## src/rtl/radix4_seq_multiplier_pkg.sv

```systemverilog
`default_nettype none
// +--------------------------------------------------------------------+
// | mul_pkg : shared types and helpers for radix4_seq_multiplier        |
// | Rev 1.0                                                            |
// +--------------------------------------------------------------------+
package mul_pkg;

  typedef enum logic [1:0] {
    IDLE = 2'd0,
    RUN  = 2'd1,
    DONE = 2'd2
  } state_t;

  localparam int DIGIT_W = 2;

  // A single-digit operand still needs one counter bit.
  function automatic int cnt_width(input int digits);
    return (digits > 1) ? $clog2(digits) : 1;
  endfunction

endpackage
`default_nettype wire

```

## src/rtl/radix4_seq_multiplier_if.sv

```systemverilog
`default_nettype none
// +--------------------------------------------------------------------+
// | radix4_seq_multiplier_if : operand/product valid-ready bundle       |
// | Rev 1.0                                                            |
// +--------------------------------------------------------------------+
interface radix4_seq_multiplier_if #(
  parameter int WIDTH = 8
);
  logic                 in_valid;
  logic                 in_ready;
  logic [WIDTH-1:0]     a;
  logic [WIDTH-1:0]     b;
  logic                 out_valid;
  logic                 out_ready;
  logic [2*WIDTH-1:0]   product;
  logic                 busy;

  modport master (
    output in_valid, a, b, out_ready,
    input  in_ready, out_valid, product, busy
  );

  modport slave (
    input  in_valid, a, b, out_ready,
    output in_ready, out_valid, product, busy
  );
endinterface
`default_nettype wire

```

## src/rtl/radix4_seq_multiplier_scaler.sv

```systemverilog
`default_nettype none
// +--------------------------------------------------------------------+
// | radix4_digit_scaler : combinational x * d for d in 0..3            |
// | Rev 1.0                                                            |
// +--------------------------------------------------------------------+
module radix4_digit_scaler #(
  parameter int WIDTH = 8
) (
  input  logic [WIDTH-1:0] x,
  input  logic [1:0]       d,
  output logic [WIDTH+1:0] y
);

  logic [WIDTH+1:0] w_x1;
  logic [WIDTH+1:0] w_x2;

  assign w_x1 = (WIDTH+2)'(x);
  assign w_x2 = w_x1 << 1;

  always_comb begin
    y = '0;
    case (d)
      2'd0: y = '0;
      2'd1: y = w_x1;
      2'd2: y = w_x2;
      2'd3: y = w_x2 + w_x1;
      default: y = '0;
    endcase
  end

endmodule
`default_nettype wire

```

## src/rtl/radix4_seq_multiplier.sv

```systemverilog
`default_nettype none
// +--------------------------------------------------------------------+
// | radix4_seq_multiplier : unsigned a*b, one radix-4 digit per cycle  |
// | Rev 1.0                                                            |
// +--------------------------------------------------------------------+
module radix4_seq_multiplier
  import mul_pkg::*;
#(
  parameter int WIDTH = 8
) (
  input  logic                         clk,
  input  logic                         rst,
  radix4_seq_multiplier_if.slave       bus
);

  localparam int DIGITS = WIDTH / 2;
  localparam int CNT_W  = cnt_width(DIGITS);
  localparam logic [CNT_W-1:0] c_last_k = CNT_W'(DIGITS - 1);

  state_t               r_state;
  state_t               w_state_nxt;
  logic [WIDTH-1:0]     r_a;
  logic [WIDTH-1:0]     r_b;
  logic [2*WIDTH-1:0]   r_acc;
  logic [2*WIDTH-1:0]   r_product;
  logic [CNT_W-1:0]     r_k;

  logic [DIGIT_W-1:0]   w_d;
  logic [WIDTH+1:0]     w_y;
  logic [2*WIDTH-1:0]   w_pp;
  logic [2*WIDTH-1:0]   w_acc_nxt;
  logic                 w_accept;
  logic                 w_last;
  logic                 w_in_ready;
  logic                 w_out_valid;
  logic                 w_busy;

  assign w_d       = r_b[{r_k, 1'b0} +: DIGIT_W];
  assign w_pp      = (2*WIDTH)'(w_y) << {r_k, 1'b0};
  assign w_acc_nxt = r_acc + w_pp;
  assign w_accept  = (r_state == IDLE) && bus.in_valid;
  assign w_last    = (r_k == c_last_k);

  radix4_digit_scaler #(
    .WIDTH (WIDTH)
  ) u_scaler (
    .x (r_a),
    .d (w_d),
    .y (w_y)
  );

  always_ff @(posedge clk or posedge rst) begin
    if (rst) begin
      r_state <= IDLE;
    end else begin
      r_state <= w_state_nxt;
    end
  end

  always_comb begin
    w_state_nxt = r_state;
    case (r_state)
      IDLE: if (bus.in_valid)  w_state_nxt = RUN;
      RUN:  if (w_last)        w_state_nxt = DONE;
      DONE: if (bus.out_ready) w_state_nxt = IDLE;
      default:                 w_state_nxt = IDLE;
    endcase
  end

  // in_ready is held low while reset is asserted so nothing is offered mid-reset.
  always_comb begin
    w_in_ready  = 1'b0;
    w_out_valid = 1'b0;
    w_busy      = 1'b0;
    case (r_state)
      IDLE: w_in_ready  = ~rst;
      RUN:  w_busy      = 1'b1;
      DONE: begin
        w_out_valid = 1'b1;
        w_busy      = 1'b1;
      end
      default: ;
    endcase
  end

  always_ff @(posedge clk or posedge rst) begin
    if (rst) begin
      r_a       <= '0;
      r_b       <= '0;
      r_acc     <= '0;
      r_k       <= '0;
      r_product <= '0;
    end else if (w_accept) begin
      r_a   <= bus.a;
      r_b   <= bus.b;
      r_acc <= '0;
      r_k   <= '0;
    end else if (r_state == RUN) begin
      r_acc <= w_acc_nxt;
      r_k   <= r_k + 1'b1;
      if (w_last) begin
        r_product <= w_acc_nxt;
      end
    end
  end

  assign bus.in_ready  = w_in_ready;
  assign bus.out_valid = w_out_valid;
  assign bus.busy      = w_busy;
  assign bus.product   = r_product;

endmodule
`default_nettype wire
```

## src/flat_wrapper.sv

```systemverilog
// flat-port wrapper written by rule: the top's interface ports become plain ports
module radix4_seq_multiplier_flat import mul_pkg::*;
#(
  parameter int WIDTH = 8
)
  (clk, rst, bus_in_valid, bus_a, bus_b, bus_out_ready, bus_in_ready, bus_out_valid, bus_product, bus_busy);
  radix4_seq_multiplier_if #(.WIDTH(WIDTH)) bus_i ();
  input  logic clk;
  input  logic rst;
  input wire logic [$bits(bus_i.in_valid)-1:0] bus_in_valid;
  input wire logic [$bits(bus_i.a)-1:0] bus_a;
  input wire logic [$bits(bus_i.b)-1:0] bus_b;
  input wire logic [$bits(bus_i.out_ready)-1:0] bus_out_ready;
  output wire logic [$bits(bus_i.in_ready)-1:0] bus_in_ready;
  output wire logic [$bits(bus_i.out_valid)-1:0] bus_out_valid;
  output wire logic [$bits(bus_i.product)-1:0] bus_product;
  output wire logic [$bits(bus_i.busy)-1:0] bus_busy;
  assign bus_i.in_valid = bus_in_valid;
  assign bus_i.a = bus_a;
  assign bus_i.b = bus_b;
  assign bus_i.out_ready = bus_out_ready;
  assign bus_in_ready = bus_i.in_ready;
  assign bus_out_valid = bus_i.out_valid;
  assign bus_product = bus_i.product;
  assign bus_busy = bus_i.busy;
  radix4_seq_multiplier #(.WIDTH(WIDTH)) u_core (.clk(clk), .rst(rst), .bus(bus_i));
endmodule
```

## config.mk

```make
export PLATFORM = sky130hd
export DESIGN_NAME = radix4_seq_multiplier_flat
export DESIGN_NICKNAME = d
export VERILOG_FILES = /design/src/rtl/radix4_seq_multiplier_pkg.sv /design/src/rtl/radix4_seq_multiplier_if.sv /design/src/rtl/radix4_seq_multiplier_scaler.sv /design/src/rtl/radix4_seq_multiplier.sv /design/src/flat_wrapper.sv
export SDC_FILE = /design/constraint.sdc
export NUM_CORES = 1
export LEC_CHECK = 0
export ABC_AREA = 1
export BUFFER_PORTS_ARGS = -buffer_cell sky130_fd_sc_hd__buf_2
export CAP_MARGIN = 20
export CORE_MARGIN = 2
export CORE_UTILIZATION = 30
export CTS_CLUSTER_DIAMETER = 50
export DETAILED_ROUTE_END_ITERATION = 16
export SETUP_SLACK_MARGIN = 0.2
export SYNTH_ARGS = -nofsm -noshare
export SYNTH_HDL_FRONTEND = slang
export SYNTH_SLANG_ARGS = --single-unit
```

## constraint.sdc

```tcl
create_clock -name clk -period 6.9 [get_ports clk]
set_input_delay 0.345 -clock clk [delete_from_list [all_inputs] [get_ports clk]]
set_output_delay 0.345 -clock clk [all_outputs]
set_load 0.01 [all_outputs]
```

## Word level (Yosys, flattened, before mapping)

Index checks and enable logic that the tools add are counted.

| operators by class | value |
|---|---|
| bitwise operators | 2 |
| add/subtract/negate cells | 3 |
| reduce and logical (&&, ||, !) cells | 7 |
| shifts and indexed selects | 2 |
| eq/ne operators | 9 |
| mux-type cells | 12 |

Operator list:

| operator | count |
|---|---|
| $pmux 10 s4 | 1 |
| $mux 16 | 2 |
| $add 16x16->16 | 1 |
| $shl 10x3->16 | 1 |
| $add 9x8->10 | 1 |
| $mux 2 | 5 |
| $eq 2x2->1 const B | 4 |
| $shiftx 8x4->2 | 1 |
| $pmux 2 s3 | 1 |
| $reduce_and 3->1 | 2 |
| $eq 2x1->1 const B | 2 |
| $logic_not 2->1 | 2 |
| $ne 2x2->1 const B | 2 |
| $mux 1 | 3 |
| $add 2x1->2 const B | 1 |
| $ne 2x1->1 const B | 1 |
| $not 1->1 | 2 |
| $reduce_bool 2->1 | 1 |
| $reduce_or 2->1 | 1 |
| $logic_and 1x1->1 | 1 |

| word-level totals | value |
|---|---|
| bits of input ports | 20 |
| flip-flop bits (word level) | 52 |
| output and inout port bits | 19 |
| logic and storage cells | 41 |

## Longest topological paths before layout

| depth | value |
|---|---|
| depth in word-level cells | 7 |
| mapped depth | 24 |
| gate-level depth less buffers | 24 |

## By module

Synthesis repeated with hierarchy kept, for this count alone.

| second synthesis, totals | value |
|---|---|
| cells, all modules | 545 |
| area, all modules | 3789.9 um^2 |

Modules (own cells, without submodules):

| module | cells an instance | times used | area each (um^2) |
|---|---|---|---|
| radix4_seq_multiplier | 449 | 1 | 3284.4 |
| radix4_digit_scaler | 96 | 1 | 505.5 |

## Worst setup path before layout

No wires, ideal clock.

| path | value |
|---|---|
| path type | reg2reg |
| start | register u_core.r_a[1] |
| end | register u_core.r_product[10] (netlist: u_core.bus.product[10]) |
| data required time | 6.782 ns |
| path buffers | 0 |
| period minus slack after synthesis | 2.977 ns |
| slack | 3.923 ns |
| library setup time | 0.118 ns |
| arrival time | 2.859 ns |
| stages on the path, launching flop included | 23 |
| cell sequence | dfrtp_1 > ha_1 > inv_1 > fa_1 > inv_1 > nand2_1 > nand2_1 > and2_1 > nand3_1 > nand2_1 > nand2_1 > nand3_1 > nand3_2 > nand3_1 > nand2_1 > ha_1 > a21oi_1 > o21ai_0 > inv_1 > nand3_1 > or2_2 > nand3_1 > nand2_1 |

| between the ends | value |
|---|---|
| cells in the longest elaborated chain, start to end | 4 |

Ends and longest elaborated chain:

| what | RTL line | text |
|---|---|---|
| from (decl) | radix4_seq_multiplier.sv:22 | `logic [WIDTH-1:0] r_a;` |
| from (signal assigned) | radix4_seq_multiplier.sv:94 | `r_a <= bus.a;` |
| $add 9x8->10 | radix4_seq_multiplier_scaler.sv:26 | `2'd3: y = w_x2 + w_x1;` |
| $pmux 10 s4 * | radix4_seq_multiplier_scaler.sv:22 | `case (d)` |
| $shl 10x3->16 * | radix4_seq_multiplier.sv:39 | `assign w_pp = (2*WIDTH)'(w_y) << {r_k, 1'b0};` |
| $add 16x16->16 * | radix4_seq_multiplier.sv:40 | `assign w_acc_nxt = r_acc + w_pp;` |
| to (signal assigned) | radix4_seq_multiplier.sv:102 | `r_product <= w_acc_nxt;` |
| to (decl) | radix4_seq_multiplier.sv:25 | `logic [2*WIDTH-1:0] r_product;` |

Every way passes the cells marked *; elsewhere a longest branch is shown, timed or not.
A chain may end at the register's enable or synchronous reset.

## Worst setup path after layout

| path | value |
|---|---|
| start | register u_core.r_a[1] |
| end | register u_core.r_acc[10] |

| between the ends | value |
|---|---|
| cells in the longest elaborated chain, start to end | 6 |

Ends and longest elaborated chain:

| what | RTL line | text |
|---|---|---|
| $add 9x8->10 | radix4_seq_multiplier_scaler.sv:26 |  |
| $pmux 10 s4 * | radix4_seq_multiplier_scaler.sv:22 |  |
| $shl 10x3->16 * | radix4_seq_multiplier.sv:39 |  |
| $add 16x16->16 * | radix4_seq_multiplier.sv:40 |  |
| $mux 16 * | radix4_seq_multiplier.sv:98 | `end else if (r_state == RUN) begin` |
| $mux 16 * | radix4_seq_multiplier.sv:93 | `end else if (w_accept) begin` |
| to (signal assigned) | radix4_seq_multiplier.sv:99 | `r_acc <= w_acc_nxt;` |
| to (decl) | radix4_seq_multiplier.sv:24 | `logic [2*WIDTH-1:0] r_acc;` |

Every way passes the cells marked *; elsewhere a longest branch is shown, timed or not. The select of a mux whose other input is x is not followed.

==> metrics.md <==
| Metric | Value |
|---|---|
| Clk buf depth | 2 |
| Post-route worst setup slack | 3.395 ns |
| Final-report hold violation count | 0 |
| Reg2reg start | u_core.r_a[1]$_DFFE_PP0P_ |
| Commonest non-fill, non-tap cell in the layout | nand2_1 |
| Gr usage total | 0.1474 |
| CP max-delay cell | dfrtp_1 |
| Nets | 600 |
| Total die area | 13340 um^2 |
| Cell count after synthesis | 514 |
| Clk_lat worst skew | 0.30 ns |
| CTS tree | yes |
| I/O pin count | 39 |
| Die width | 115.5 um |
| Setup TNS | 0 ns |
| DRT Pass-1 Iters | 4 |
| Setup crit start | u_core.r_a[1]$_DFFE_PP0P_ |
| Tmin final | 3.505 ns |
| Vias per inst | 4.653 |
| CP Buf/Inv Count | 3 |
| Hold Path Class | primary input to async pin |
| Sw frac | 0.5188 |
| Crit end category | register |
| Fin. max-slew vios | 0 |
| Fillers | 1291 |
| Setup crit end | u_core.r_acc[10]$_DFFE_PP0P_ |
| H-tree levels | 2 |
| Crit path DAT | 3.69 ns |
| Crit. path cell count | 22 |
| Syn_area_per_cell | 7.256 um^2 |
| Slew Limit Headroom | 0.3630 |
| Row Count | 40 |
| Max stage delay on crit path | 0.42 ns |
| Worst Skew | 0.008151 ns |
| Most numerous cell on the critical path | nand2_1 |
| Cell-internal power | 0.001108 W |
| Leading cell types in the layout, fill and taps excluded | nand2_1, dfrtp_1, nand3_1, inv_1, buf_2 |
| DP Worst Slack | 3.438 ns |
| Startpoint types | register |
| Register area share after synthesis | 0.3489 |
| Clock net sink count | 52 |
| Initial core utilization | 0.3092 |
| Routability cong. | 0.8866 |
| Combinational Power Share | 0.644 |
| Worst R2R Path Depth | 22 |
| Area Overhead vs Synth | 13.45% |
| CP Max Fanout | 5 |
| Total gr overflow | 0 |
| Final wirelength | 9086 um |
| Slew @ Worst Pin | 0.9520 ns |
| Port buffer count | 38 |
| R2r setup slk | 3.39 ns |
| Critical R2R Capture | u_core.r_acc[10]$_DFFE_PP0P_ |
| Critical Path RT | 7.09 ns |
| Root Driver | clkbuf_16 |
| Final period util | 0.5080 |
| Non-Filler Instances | 718 |
| Post-CTS Setup Repair Bufs | 0 |
| Antenna violations before repair | 0 |
| Peak Freq | 0.2853 GHz |
| Total number of vias | 3341 |
| Num CTS Buffers | 5 |
| Vias in the first global route | 3361 |
| Routed len/inst | 12.65 um |
| Dpl hpwl | 7000 um |
| Unrepaired setup endpoints after global routing | no |
| Seq pwr share | 0.244 |
| Yosys Warn Count | 0 |
| Peak VDD IR | 185.4 uV |
| MaxCap Viol Count | 0 |
| P_sw | 0.001195 W |
| Ant diodes | 0 |
| Post-detailed-route count of antenna-violating nets | 0 |
| Cell area after synthesis | 3730 um^2 |
| DRC | 0 |
| Synthesized flop and latch total | 52 |
| Initial DRC Count | 139 |
| Kind of critical path | register to register |
| Clock share of power | 0.111 |
| Total power divided by cell area | 544.4 nW/um^2 |
| Core area | 12060 um^2 |
| Share of post-route cells with drive strength above 1 | 0.1455 |
| Cts hold-fix bufs | 0 |
| Global-route wire length before repair | 15930 um |
| Placed instance count | 710 |
| Post-CTS sizing | 0 |
| Outcome | finished clean |
| Die H | 115.5 um |
| Leakage Power | 2.262 nW |
| Critical-path cell list | ha_1 > inv_1 > fa_1 > inv_1 > nand2_1 > nand2_1 > and2_1 > nand3_1 > nand2_1 > nand2_1 > nand3_1 > nand3_2 > nand3_1 > nand2_1 > ha_1 > a21oi_1 > o21ai_0 > inv_1 > nand3_1 > or2_2 > nand3_1 > nand2_1 |
| Family with the most delay on the worst path | simple AND/OR/NAND/NOR gates |
| Final setup vio count | 0 |
| Yosys cell types | 36 |
| CTS clock-pin slew for the worst setup and hold paths | 0.07 ns |
| Syn Nets | 565 |
| Largest net degree at the start of global routing | 53 |
## per-layer routing
metal,wire [um],part of all wire,vias up,track usage
met5,0,0,-,0
met4,82,0.0090,0,0.03133
met3,312,0.034,6,0.02354
met2,4237,0.47,53,0.2546
met1,4455,0.49,1541,0.1952
li1,-,-,1741,-
## registers in the layout, indices dropped and copies added (netlist names)
signal,cells
u_core.bus.product,16
u_core.r_k,2
u_core.r_acc,16
u_core.r_b,8
u_core.r_state,2
u_core.r_a,8
## area by class of cell
class	count	area, um^2	share of cell area
inverters	48	190.2	0.04494
clock buffers	5	125.1	0.02957
repair buffers	41	212.7	0.05027
flip-flops and latches	52	1301	0.3075
multi-input cells	401	2171	0.5130
well taps	168	210.2	0.04967
clock inverters	3	21.27	0.005027
## how the worst min path moves through the flow
stage | depth (start not counted) | slack (ns) | startpoint | endpoint
after floorplan | 2 | 0.45 | u_core.r_b[0]$_DFFE_PP0P_ | u_core.r_b[0]$_DFFE_PP0P_
after global placement | 2 | 0.46 | u_core.bus.product[12]$_DFFE_PP0P_ | u_core.bus.product[12]$_DFFE_PP0P_
after detailed placement | 2 | 0.46 | u_core.bus.product[11]$_DFFE_PP0P_ | u_core.bus.product[11]$_DFFE_PP0P_
after CTS | 3 | 0.24 | bus_b[3] | u_core.r_b[3]$_DFFE_PP0P_
after global routing | 3 | 0.25 | bus_a[4] | u_core.r_a[4]$_DFFE_PP0P_
final | 3 | 0.24 | rst | u_core.r_state[1]$_DFFE_PP0P_
## worst min-delay path: stages
cell and delay (ns):
buf_2 0.11, inv_2 0.04, buf_4 0.54
## power by group through the flow
stage               registers [W]  logic (W)  clock network [W]
floorplan                0.000537    0.00116                  0
global placement         0.000565    0.00147                  0
detailed placement       0.000568    0.00148                  0
CTS                      0.000564    0.00149           0.000267
global route             0.000583    0.00171           0.000279
finish                   0.000563    0.00148           0.000256
## cells by family after synthesis
logic type,count (synthesis),share of synthesized area
AOI/OAI and AO/OA,59,0.08320
xor gates and xnor gates,10,0.02348
adders and majority gates,31,0.1080
buffers and inverters,61,0.06910
DFF,52,0.3489
and+or+nand+nor,301,0.3673
## through the flow
| step | instance area [um^2] | power (W) | util | hold slack, ns |
|---|---|---|---|---|
| 6_report | 4232 | 0.002304 | 0.3508 | 0.2400 |
| 2_1_floorplan | 3730 | 0.001696 | - | 0.4492 |
| 3_5_place_dp | 4085 | 0.002053 | 0.3387 | 0.4648 |
| 3_3_place_gp | 4085 | 0.002036 | 0.3387 | 0.4623 |
| 5_1_grt | 4232 | 0.002576 | 0.3508 | 0.2456 |
| 4_1_cts | 4232 | 0.002323 | 0.3508 | 0.2357 |
## synth_stat cells
master / number / area share
a21o_1: 1 / 0.0020
a21oi_1: 19 / 0.025
a31oi_1: 1 / 0.0017
and2_1: 1 / 0.0017
buf_1: 1 / 0.0010
buf_2: 3 / 0.0040
buf_6: 2 / 0.0060
clkbuf_1: 7 / 0.0070
dfrtp_1: 52 / 0.35
fa_1: 2 / 0.011
ha_1: 29 / 0.097
inv_1: 42 / 0.042
inv_2: 4 / 0.0040
inv_4: 1 / 0.0017
inv_8: 1 / 0.0030
nand2_1: 191 / 0.19
nand2_2: 3 / 0.0050
nand2_4: 3 / 0.0091
nand3_1: 45 / 0.060
nand3_2: 8 / 0.021
nand3b_1: 3 / 0.0060
nand4_1: 11 / 0.018
nor2_1: 26 / 0.026
nor2_2: 1 / 0.0017
nor2_4: 2 / 0.0060
nor2_8: 2 / 0.011
nor4_1: 1 / 0.0017
o21ai_0: 29 / 0.039
o21ai_1: 5 / 0.0067
o21ai_2: 1 / 0.0023
o21bai_1: 1 / 0.0020
o221ai_1: 1 / 0.0023
o22ai_1: 1 / 0.0017
or2_2: 4 / 0.0067
xnor2_1: 8 / 0.019
xor2_1: 2 / 0.0047
(Power assumes the default switching activity.)
